<file path="src/rtl/muldiv_unit_pkg.sv">
// Shared types for the iterative multiply/divide unit.
// M-extension op encodings and the controller state set.
package muldiv_unit_pkg;

    typedef enum logic [2:0] {
        OP_MUL    = 3'b000,
        OP_MULH   = 3'b001,
        OP_MULHSU = 3'b010,
        OP_MULHU  = 3'b011,
        OP_DIV    = 3'b100,
        OP_DIVU   = 3'b101,
        OP_REM    = 3'b110,
        OP_REMU   = 3'b111
    } muldiv_op_t;

    typedef enum logic [1:0] {
        S_IDLE,
        S_CALC,
        S_FIX,
        S_DONE
    } muldiv_state_t;

    function automatic logic op_a_signed(input muldiv_op_t op);
        return (op == OP_MULH) || (op == OP_MULHSU) ||
               (op == OP_DIV)  || (op == OP_REM);
    endfunction

    function automatic logic op_b_signed(input muldiv_op_t op);
        return (op == OP_MULH) || (op == OP_DIV) || (op == OP_REM);
    endfunction

endpackage

</file>
<file path="src/rtl/muldiv_unit_if.sv">
// Request/response bundle between the core controller and muldiv_unit.
// master drives the request side, slave is the unit itself.
interface muldiv_unit_if #(
    parameter int XLEN = 32
);
    logic            start;
    logic            kill;
    logic [2:0]      funct3;
    logic [XLEN-1:0] op_a;
    logic [XLEN-1:0] op_b;
    logic            ready;
    logic            busy;
    logic            done;
    logic [XLEN-1:0] result;
    logic            illegal;

    modport master (
        output start, kill, funct3, op_a, op_b,
        input  ready, busy, done, result, illegal
    );

    modport slave (
        input  start, kill, funct3, op_a, op_b,
        output ready, busy, done, result, illegal
    );
endinterface

</file>
<file path="src/rtl/muldiv_signfix.sv">
// Conditional two's-complement negate, used for operand magnitudes
// and for the final sign fix-up of product, quotient and remainder.
module muldiv_signfix #(
    parameter int W = 32
) (
    input  logic         neg,
    input  logic [W-1:0] val,
    output logic [W-1:0] res
);
    assign res = neg ? (~val + W'(1)) : val;
endmodule

</file>
<file path="src/rtl/muldiv_unit.sv">
// Iterative RV M-extension multiply/divide unit, one bit per cycle.
// Define MULDIV_DIV_EN to build DIV/DIVU/REM/REMU; otherwise they flag illegal.
module muldiv_unit
    import muldiv_unit_pkg::*;
#(
    parameter int XLEN  = 32,
    parameter int CNT_W = $clog2(XLEN) + 1
) (
    input logic          clk,
    input logic          reset,
    muldiv_unit_if.slave bus
);

    localparam logic [CNT_W-1:0] LAST = CNT_W'(XLEN - 1);

    muldiv_state_t state, state_nxt;
    muldiv_op_t    op, op_in;

    logic [CNT_W-1:0]  cnt;
    logic [2*XLEN-1:0] prod;
    logic [XLEN-1:0]   mcand;
    logic              neg_q;
    logic [XLEN-1:0]   result_q;
    logic              illegal_q;

    logic              accept;
    logic              neg_a, neg_b;
    logic [XLEN-1:0]   a_mag, b_mag;
    logic              fast, fast_ill;
    logic [XLEN-1:0]   fast_res;
    logic [XLEN:0]     mul_sum;
    logic [2*XLEN-1:0] prod_fix;
    logic [XLEN-1:0]   fix_res;

    assign op_in  = muldiv_op_t'(bus.funct3);
    assign accept = (state == S_IDLE) && bus.start && !bus.kill;
    assign neg_a  = op_a_signed(op_in) && bus.op_a[XLEN-1];
    assign neg_b  = op_b_signed(op_in) && bus.op_b[XLEN-1];

    muldiv_signfix #(.W(XLEN)) u_abs_a (
        .neg (neg_a),
        .val (bus.op_a),
        .res (a_mag)
    );

    muldiv_signfix #(.W(XLEN)) u_abs_b (
        .neg (neg_b),
        .val (bus.op_b),
        .res (b_mag)
    );

    muldiv_signfix #(.W(2*XLEN)) u_fix_p (
        .neg (neg_q),
        .val (prod),
        .res (prod_fix)
    );

    // Shift-add: the carry bit of the upper half rides into the shift.
    assign mul_sum = {1'b0, prod[2*XLEN-1:XLEN]} +
                     (prod[0] ? {1'b0, mcand} : '0);

`ifdef MULDIV_DIV_EN
    logic [XLEN-1:0] quot;
    logic [XLEN:0]   rem;
    logic [XLEN-1:0] divisor;
    logic            neg_r;
    logic [XLEN:0]   div_shift;
    logic [XLEN:0]   div_diff;
    logic [XLEN-1:0] quot_fix;
    logic [XLEN-1:0] rem_fix;
    logic            div_zero;
    logic            div_ovf;

    assign div_shift = {rem[XLEN-1:0], quot[XLEN-1]};
    assign div_diff  = div_shift - {1'b0, divisor};

    assign div_zero = (bus.op_b == '0);
    assign div_ovf  = ((op_in == OP_DIV) || (op_in == OP_REM)) &&
                      (bus.op_a == {1'b1, {(XLEN-1){1'b0}}}) &&
                      (bus.op_b == '1);

    muldiv_signfix #(.W(XLEN)) u_fix_q (
        .neg (neg_q),
        .val (quot),
        .res (quot_fix)
    );

    muldiv_signfix #(.W(XLEN)) u_fix_r (
        .neg (neg_r),
        .val (rem[XLEN-1:0]),
        .res (rem_fix)
    );

    always_comb begin
        fast     = 1'b0;
        fast_ill = 1'b0;
        fast_res = '0;
        if (op_in[2]) begin
            if (div_zero) begin
                fast     = 1'b1;
                fast_res = bus.funct3[1] ? bus.op_a : '1;
            end else if (div_ovf) begin
                fast     = 1'b1;
                fast_res = bus.funct3[1] ? '0 : bus.op_a;
            end
        end
    end
`else
    always_comb begin
        fast     = op_in[2];
        fast_ill = op_in[2];
        fast_res = '0;
    end
`endif

    always_comb begin
        fix_res = '0;
        unique case (op)
            OP_MUL:    fix_res = prod_fix[XLEN-1:0];
            OP_MULH,
            OP_MULHSU,
            OP_MULHU:  fix_res = prod_fix[2*XLEN-1:XLEN];
`ifdef MULDIV_DIV_EN
            OP_DIV,
            OP_DIVU:   fix_res = quot_fix;
            OP_REM,
            OP_REMU:   fix_res = rem_fix;
`endif
            default:   fix_res = '0;
        endcase
    end

    always_comb begin
        state_nxt = state;
        unique case (state)
            S_IDLE: if (accept) state_nxt = fast ? S_DONE : S_CALC;
            S_CALC: if (cnt == LAST) state_nxt = S_FIX;
            S_FIX:  state_nxt = S_DONE;
            S_DONE: state_nxt = S_IDLE;
            default: state_nxt = S_IDLE;
        endcase
        if (bus.kill) state_nxt = S_IDLE;
    end

    always_ff @(posedge clk or posedge reset) begin
        if (reset) state <= S_IDLE;
        else       state <= state_nxt;
    end

    always_ff @(posedge clk or posedge reset) begin
        if (reset) begin
            op        <= OP_MUL;
            cnt       <= '0;
            prod      <= '0;
            mcand     <= '0;
            neg_q     <= 1'b0;
            result_q  <= '0;
            illegal_q <= 1'b0;
        end else begin
            if (accept) begin
                op        <= op_in;
                cnt       <= '0;
                mcand     <= a_mag;
                prod      <= {{XLEN{1'b0}}, b_mag};
                neg_q     <= neg_a ^ neg_b;
                illegal_q <= fast_ill;
                if (fast) result_q <= fast_res;
            end
            if (state == S_CALC) begin
                cnt  <= cnt + CNT_W'(1);
                prod <= {mul_sum, prod[XLEN-1:1]};
            end
            if ((state == S_FIX) && !bus.kill) result_q <= fix_res;
        end
    end

`ifdef MULDIV_DIV_EN
    // Restoring division: keep the trial difference only if it did not borrow.
    always_ff @(posedge clk or posedge reset) begin
        if (reset) begin
            quot    <= '0;
            rem     <= '0;
            divisor <= '0;
            neg_r   <= 1'b0;
        end else if (accept) begin
            quot    <= a_mag;
            rem     <= '0;
            divisor <= b_mag;
            neg_r   <= neg_a;
        end else if ((state == S_CALC) && op[2]) begin
            if (!div_diff[XLEN]) begin
                rem  <= div_diff;
                quot <= {quot[XLEN-2:0], 1'b1};
            end else begin
                rem  <= div_shift;
                quot <= {quot[XLEN-2:0], 1'b0};
            end
        end
    end
`endif

    assign bus.ready   = (state == S_IDLE);
    assign bus.busy    = (state == S_CALC) || (state == S_FIX);
    assign bus.done    = (state == S_DONE);
    assign bus.result  = result_q;
    assign bus.illegal = (state == S_DONE) && illegal_q;

endmodule

</file>
<file path="src/flat_wrapper.sv">
// flat-port wrapper written by rule: the top's interface ports become plain ports
module muldiv_unit_flat import muldiv_unit_pkg::*;
#(
    parameter int XLEN  = 32,
    parameter int CNT_W = $clog2(XLEN) + 1
)
  (clk, reset, bus_start, bus_kill, bus_funct3, bus_op_a, bus_op_b, bus_ready, bus_busy, bus_done, bus_result, bus_illegal);
  muldiv_unit_if #(.XLEN(XLEN)) bus_i ();
  input logic clk;
  input logic reset;
  input wire logic [$bits(bus_i.start)-1:0] bus_start;
  input wire logic [$bits(bus_i.kill)-1:0] bus_kill;
  input wire logic [$bits(bus_i.funct3)-1:0] bus_funct3;
  input wire logic [$bits(bus_i.op_a)-1:0] bus_op_a;
  input wire logic [$bits(bus_i.op_b)-1:0] bus_op_b;
  output wire logic [$bits(bus_i.ready)-1:0] bus_ready;
  output wire logic [$bits(bus_i.busy)-1:0] bus_busy;
  output wire logic [$bits(bus_i.done)-1:0] bus_done;
  output wire logic [$bits(bus_i.result)-1:0] bus_result;
  output wire logic [$bits(bus_i.illegal)-1:0] bus_illegal;
  assign bus_i.start = bus_start;
  assign bus_i.kill = bus_kill;
  assign bus_i.funct3 = bus_funct3;
  assign bus_i.op_a = bus_op_a;
  assign bus_i.op_b = bus_op_b;
  assign bus_ready = bus_i.ready;
  assign bus_busy = bus_i.busy;
  assign bus_done = bus_i.done;
  assign bus_result = bus_i.result;
  assign bus_illegal = bus_i.illegal;
  muldiv_unit #(.XLEN(XLEN), .CNT_W(CNT_W)) u_core (.clk(clk), .reset(reset), .bus(bus_i));
endmodule
</file>
<file path="config.mk">
export PLATFORM = sky130hd
export DESIGN_NAME = muldiv_unit_flat
export DESIGN_NICKNAME = d
export VERILOG_FILES = /design/src/rtl/muldiv_unit_pkg.sv /design/src/rtl/muldiv_unit_if.sv /design/src/rtl/muldiv_signfix.sv /design/src/rtl/muldiv_unit.sv /design/src/flat_wrapper.sv
export SDC_FILE = /design/constraint.sdc
export NUM_CORES = 1
export LEC_CHECK = 0
export CORE_ASPECT_RATIO = 0.5
export CORE_MARGIN = 2
export CORE_UTILIZATION = 30
export CTS_BUF_LIST = sky130_fd_sc_hd__clkbuf_8
export DETAILED_ROUTE_END_ITERATION = 12
export DONT_BUFFER_PORTS = 1
export GPL_ROUTABILITY_DRIVEN = 0
export PLACE_DENSITY = 0.46
export SYNTH_ARGS = -nofsm -noshare
export SYNTH_HDL_FRONTEND = slang
export SYNTH_SLANG_ARGS = --single-unit
</file>
<file path="constraint.sdc">
create_clock -name clk -period 5 [get_ports clk]
set_clock_uncertainty 0.2 [all_clocks]
set_input_delay 1 -clock clk [delete_from_list [all_inputs] [get_ports clk]]
set_output_delay 1 -clock clk [all_outputs]
set_load 0.05 [all_outputs]
</file>
==> results of run 1 <==
## flip-flops by register name, indices dropped and copies added (netlist names)
| register | cells |
|---|---|
| u_core.neg_q | 1 |
| u_core.bus.result | 32 |
| u_core.op | 3 |
| u_core.state | 2 |
| u_core.prod | 64 |
| u_core.cnt | 6 |
| u_core.mcand | 32 |
## layout make-up
cell class	instances	share of cell area, %
well taps	450	4.98
multi-input cells	1019	57.6
clock buffers	19	2.31
clock inverters	13	2.18
inverters	27	0.940
repair buffers	15	0.996
flip-flops and latches	140	31.0
## per-stage QoR
stage	power (mW)	worst slack [ns]	instance area (um^2)	util, %
after detailed placement	5.43	1.05	10800	31.6
final	6.59	1.01	11300	33.0
after global placement	5.38	1.19	10800	31.6
after global routing	7.12	0.647	11300	33.0
after floorplan	4.53	0.0471	10400	-
after CTS	6.64	1.02	11300	33.0
## power breakdown
group | internal (mW) | switching [mW]
sequential | 1.57 | 0.958
combinational | 1.12 | 1.77
clock | 0.717 | 0.460
## cell usage after synthesis, types with 5 or more instances
library cell / count
nor2b_1: 10
nor4_1: 14
xnor2_1: 70
o211ai_1: 5
a211oi_1: 9
o21ai_0: 138
buf_1: 6
mux2i_1: 7
nor3_1: 20
clkbuf_1: 61
a221oi_1: 5
nor3b_1: 6
a31oi_1: 12
a21o_1: 13
o31ai_1: 28
nand2b_1: 9
a21oi_1: 68
and2_1: 43
nand2_1: 186
nand3_1: 22
a22oi_1: 20
nand4_1: 13
ha_1: 40
or3_1: 21
dfrtp_1: 140
o21a_1: 8
o221ai_1: 13
o41ai_1: 11
or4_1: 5
nor2_1: 77
a222oi_1: 7
inv_1: 27
xor2_1: 58
## worst min path at each step
| stage | startpoint | end | slack [ns] | cells past startpoint |
|---|---|---|---|---|
| after floorplan | u_core.mcand[0] | u_core.mcand[0] | 0.24 | 2 |
| after global placement | u_core.mcand[22] | u_core.mcand[22] | 0.26 | 2 |
| after detailed placement | u_core.mcand[17] | u_core.mcand[17] | 0.27 | 2 |
| after CTS | reset | u_core.prod[34] | 0.29 | 1 |
| after global routing | reset | u_core.prod[34] | 0.29 | 1 |
| final | reset | u_core.prod[34] | 0.25 | 1 |
## layer usage
metal  vias up  share of wire [%]  GRT usage [%]
li1       4479                  -              -
met1      4339                 49           26.1
met2       228                 43           28.2
met3        27                6.2           4.85
met4         0                1.2           4.34
met5         -                  0              0
## worst max-delay path: cells and delay by family, from the launching register on
kind	cells	cell delay, ns
compound gates	5	1.18
flops	1	0.73
buf+inv	1	0.07
simple gates	4	1.11
fa+ha+maj	2	0.59
## cells by family (layout without fill, tap and decap cells)
logic type                 count (synthesis)  in the layout  share of synthesized area [%]
and+or+nand+nor                          456            456                           22.0
AOI/OAI and AO/OA                        384            384                           23.9
DFF                                      140            140                           33.8
xor gates and xnor gates                 128            128                           10.8
buffers and inverters                     95             74                           3.45
adders and majority gates                 41             41                           5.02
muxes                                     10             10                           1.00
==> metrics.txt, run 1 <==
status completed; setup TNS 0 ns; Setup crit start u_core.prod[0]; initial antenna violation count 0; Post-CTS Setup Inserts 0; Via density approximately 5.4; max-slew violations 0; syn nets between 1,000 and 1,500; P per Cell Area a little under 600 mW/mm^2; mapped cell area between 0.01 and 0.015 mm^2; Most Frequent Cell on Critical Path a21oi_1; critical path class flip-flop to flip-flop; CP Data Required Time approximately 5.2 ns; Register Area 0.00350 mm^2; Worst-Skew Late Latency approximately 0.48 ns; Hold Violations, Final 0; Clock Tree Root clkbuf_8; CP max FO 19; Area contributors post-synth dfrtp_1 (34%), nand2_1 (6.7%), o21ai_0 (6.7%); Startpoint Class flip-flop; GR Overflow Total 0; reg2reg end u_core.prod[63]; aggregate global-route resource usage between 10% and 20%; largest net degree at the start of global routing 73; Pleak around 4.6 nW; Synth area leader dfrtp_1; wire per inst slightly below 20 um; CTS tree yes; MaxCap Viol Count 0; post-layout min period 3.99 ns; area share of the largest cell type after synthesis around 34%; VDD IR max ~0.23 mV; Mapped Cells around 1,300; antenna cells 0; Detail Route Antenna Nets 0; Arr. time, crit path ~4.2 ns; synthesized flop and latch total between 100 and 150; Tightest Hold Check Type input pin to async pin; Primary FF master, synth dfrtp_1; DR DRC count 0; post_cts resized 0; FF-to-FF setup slack between 1 and 1.5 ns; global-route wire length before repair 51,500 um; detailed-route via count between 9,000 and 10,000; share of layout cells above drive strength 1 approximately 6.3%; CORE AREA about 0.034 mm^2; CP max stage delay ~0.73 ns; H-tree levels 4; maximum clock path buffer count 2; Area Overhead vs Synth 9.17%; Num CTS Buffers 17; crit end category flip-flop; Synth cell types 76; Starting Density between 30% and 40%; final count of negative-setup-slack endpoints 0; warning count from the yosys run 0; r2r startpoint u_core.prod[0]; fin cells roughly 1,700; RSZ-0062 raised after global routing no; row count between 40 and 50; most frequent cells in the layout nand2_1 (186), dfrtp_1 (139), o21ai_0 (138), nor2_1 (77), xnor2_1 (70); port bufs 0; Max-slew headroom 34.7%; CP max-delay cell dfrtp_1; post-synthesis sequential area ratio between 30% and 40%; I/O pin cnt between 100 and 150; final WL approximately 33,000 um; Initial DRC Count a little over 700; crit path cell chain and2_1 -> ha_1 -> inv_1 -> fa_1 -> nor2b_1 -> o2111ai_1 -> a211oi_1 -> nor3_1 -> a21oi_1 -> a221oi_1 -> or4_1 -> a21oi_1; Fin Hold WS around 0.25 ns; Tcrit/Tclk final approximately four fifths; Chip Height around 140 um; filler cell count 3,588; Worst Reg-to-Reg Cells 12; Die ar. ~0.036 mm^2; fin nets 1,332; placed insts 1,651; Post-synth ARST share between 90% and 100%; Slew @ Worst Pin 0.975 ns; FMAX ~0.25 GHz; Mapped Avg Cell Area slightly above 8 um^2; clock sink count 140; post-DP HPWL between 20,000 and 25,000 um; Setup crit end u_core.prod[63]; Post-synth EDFFs 0; Die Width 267 um; DR pass1 iterations 8; Reg clk slew, reported paths 0.09 ns; # hold bufs at CTS 0; commonest non-fill, non-tap cell in the layout nand2_1; vias in the first global route 8,870; Multi-input gate area about 0.0065 mm^2
(Power assumes the default switching activity.)
==> run 2: changes to the inputs <==
PLACE_DENSITY = 0.45   (was 0.46)
clock period = 4.2 ns   (was 5 ns; I/O delays follow)
==> run 2 against run 1 <==
Hold slack worse by 0.17 ns; sequential power rose by 19%; final area is 0.11% lower.
==> metrics.txt, run 2 (same netlist as run 1, synthesis figures left out) <==
status completed; CP Data Required Time 4.41 ns (-0.79 ns); maximum clock path buffer count 2 (unchanged); Sequential Power Share 39.0% (+0.6 points); CP max-delay cell or4_1; antenna cells 0 (unchanged); Psw 3.80 mW (+19%); Startpoint Class flip-flop; Area Overhead vs Synth 9.04%; RSZ-0062 raised after global routing no; CTS tree yes; port bufs 0 (unchanged); global-route wire length before repair 52,300 um (+1.5%); final WL 33,100 um (+1.6%); Sw Ratio 49.4% (+1.1 points); post-layout min period 3.62 ns (-0.369 ns); Die ar. 0.0361 mm^2 (unchanged); fin nets 1,341 (+0.68%); Worst Reg-to-Reg Cells 12 (unchanged); post-DP HPWL 25,300 um (+1.7%); Detail Route Antenna Nets 0 (unchanged); cell count along the critical path 12 (unchanged); share of layout cells above drive strength 1 6.85% (+0.52 points); max reg flops 64 (unchanged); Post-CTS Setup Inserts 0 (unchanged); Pleak 4.59 nW (+0.31%); Internal 3.89 mW (+14%); critical path class flip-flop to flip-flop; Largest delay share family, worst path compound AO/OA/AOI/OAI gates; reg2reg end u_core.prod[63]; max-slew violations 0 (unchanged); Slew @ Worst Pin 0.816 ns (-0.159 ns); Clock Tree Root clkbuf_8; FF-to-FF setup slack 0.58 ns (-0.43 ns); # hold bufs at CTS 0 (unchanged); Max-slew headroom 45.3% (+11 points); Comb power frac 45.4% (+1.6 points); initial antenna violation count 0 (unchanged); MaxCap Viol Count 0 (unchanged); DR DRC count 0 (unchanged); Reg clk slew, reported paths 0.08 ns (about the same); I/O pin cnt 107 (unchanged); Hold Violations, Final 0 (unchanged); Via density 5.39 (about the same); row count 48 (unchanged); vias in the first global route 8,784 (-0.97%); FMAX 0.276 GHz (+10%); Clock power frac 15.6% (-2.3 points); detailed-route via count 9,111 (+0.42%); final count of negative-setup-slack endpoints 0 (unchanged); DR pass1 iterations 7 (-1); CP max stage delay 0.55 ns (-0.18 ns); commonest non-fill, non-tap cell in the layout nand2_1; Die Width 267 um (unchanged); r2r startpoint u_core.prod[0]; Arr. time, crit path 3.83 ns (-0.36 ns); Num CTS Buffers 17 (unchanged); placed insts 1,660 (+0.55%); VDD IR max 0.270 mV (+20%); CORE AREA 0.0342 mm^2 (unchanged); fin cells 1,691 (+0.48%); setup TNS 0 ns (unchanged); Tightest Hold Check Type input pin to async pin; GR Overflow Total 0 (unchanged); filler cell count 3,594 (+0.17%); aggregate global-route resource usage 18.8% (+0.25 points); Starting Density 30.3% (unchanged); Tcrit/Tclk final 86.2% (+6.4 points); post_cts resized 0 (unchanged); crit end category flip-flop; Initial DRC Count 753 (+7.0%); clock sink count 140 (unchanged); most frequent cells in the layout nand2_1 (186), dfrtp_1 (139), o21ai_0 (138), nor2_1 (77), xnor2_1 (70); WP buf/inv 1 (unchanged); Worst-Skew Late Latency 0.48 ns (about the same); H-tree levels 4 (unchanged); largest net degree at the start of global routing 81 (+11%); Most Frequent Cell on Critical Path a21oi_1; crit path cell chain and2_1 -> ha_1 -> inv_1 -> fa_1 -> nor2b_1 -> o2111ai_1 -> a211oi_1 -> nor3_1 -> a21oi_1 -> a221oi_1 -> or4_1 -> a21oi_1; CP max FO 12 (-7); Top reg by flops u_core.prod; Chip Height 135 um (unchanged); P per Cell Area 681 mW/mm^2 (+17%); wire per inst 19.6 um (+1.1%)
==> run 2: cell types whose count changed in the layout (fill, tap and decap cells not counted), moves of 2 or more <==
cell	previous run	this run
buf_4	15	23
bufinv_16	7	4
clkinv_2	0	4
clkinv_4	2	0
==> run 2: worst max-delay path by stage <==
| stage | startpoint | to | slack (ns) |
|---|---|---|---|
| floorplan | u_core.prod[0] | u_core.prod[63] | 0.74 |
| global placement | bus_op_b[13] | u_core.prod[31] | 0.60 |
| detailed placement | bus_op_b[13] | u_core.prod[30] | 0.59 |
| CTS | u_core.prod[0] | u_core.prod[63] | 0.61 |
| global route | u_core.prod[0] | u_core.prod[63] | 0.26 |
| finish | u_core.prod[0] | u_core.prod[63] | 0.58 |
==> run 2: power groups by stage <==
stage / Clock (mW) / Sequential (mW) / Combinational (mW)
6_report: 1.20 / 3.00 / 3.49
5_1_grt: 1.30 / 3.08 / 3.94
4_1_cts: 1.23 / 3.00 / 3.51
3_5_place_dp: 0 / 3.02 / 3.49
3_3_place_gp: 0 / 3.01 / 3.46
2_1_floorplan: 0 / 2.66 / 2.73
==> run 2: per-stage QoR <==
step	setup WS [ns]	cell area, um^2	hold slack [ns]	power, mW	utilization [%]
final	0.578	11300	0.0848	7.69	33.0
after global routing	0.262	11300	0.0900	8.32	33.0
after CTS	0.607	11300	0.0677	7.74	33.0
after detailed placement	0.593	10900	0.263	6.51	31.8
after global placement	0.604	10900	0.259	6.47	31.8
after floorplan	0.743	10400	0.242	5.40	-
==> run 2: area by class of cell <==
type,instances,area (um^2),share of cell area (%)
Clock buffer,19,262,2.31
Clock inverter,12,155,1.37
Inverter,27,105,0.930
Multi-Input combinational cell,1019,6520,57.7
Sequential cell,140,3500,31.0
Tap cell,450,563,4.98
Timing Repair Buffer,24,193,1.71
==> run 2: worst register-to-register path: cells and delay by family (launching register included) <==
family	cells	cell delay [ns]
and+or+nand+nor	4	1.02
AOI/OAI and AO/OA	5	1.13
buffers and inverters	1	0.06
adders and majority gates	2	0.60
DFF	1	0.53
==> run 2: per-layer routing <==
metal / up-vias / track usage (%) / routed length, um
met5: - / 0 / 0
met4: 0 / 4.56 / 484
met3: 23 / 4.25 / 1850
met2: 205 / 27.8 / 14100
met1: 4399 / 27.5 / 16700
li1: 4484 / - / -
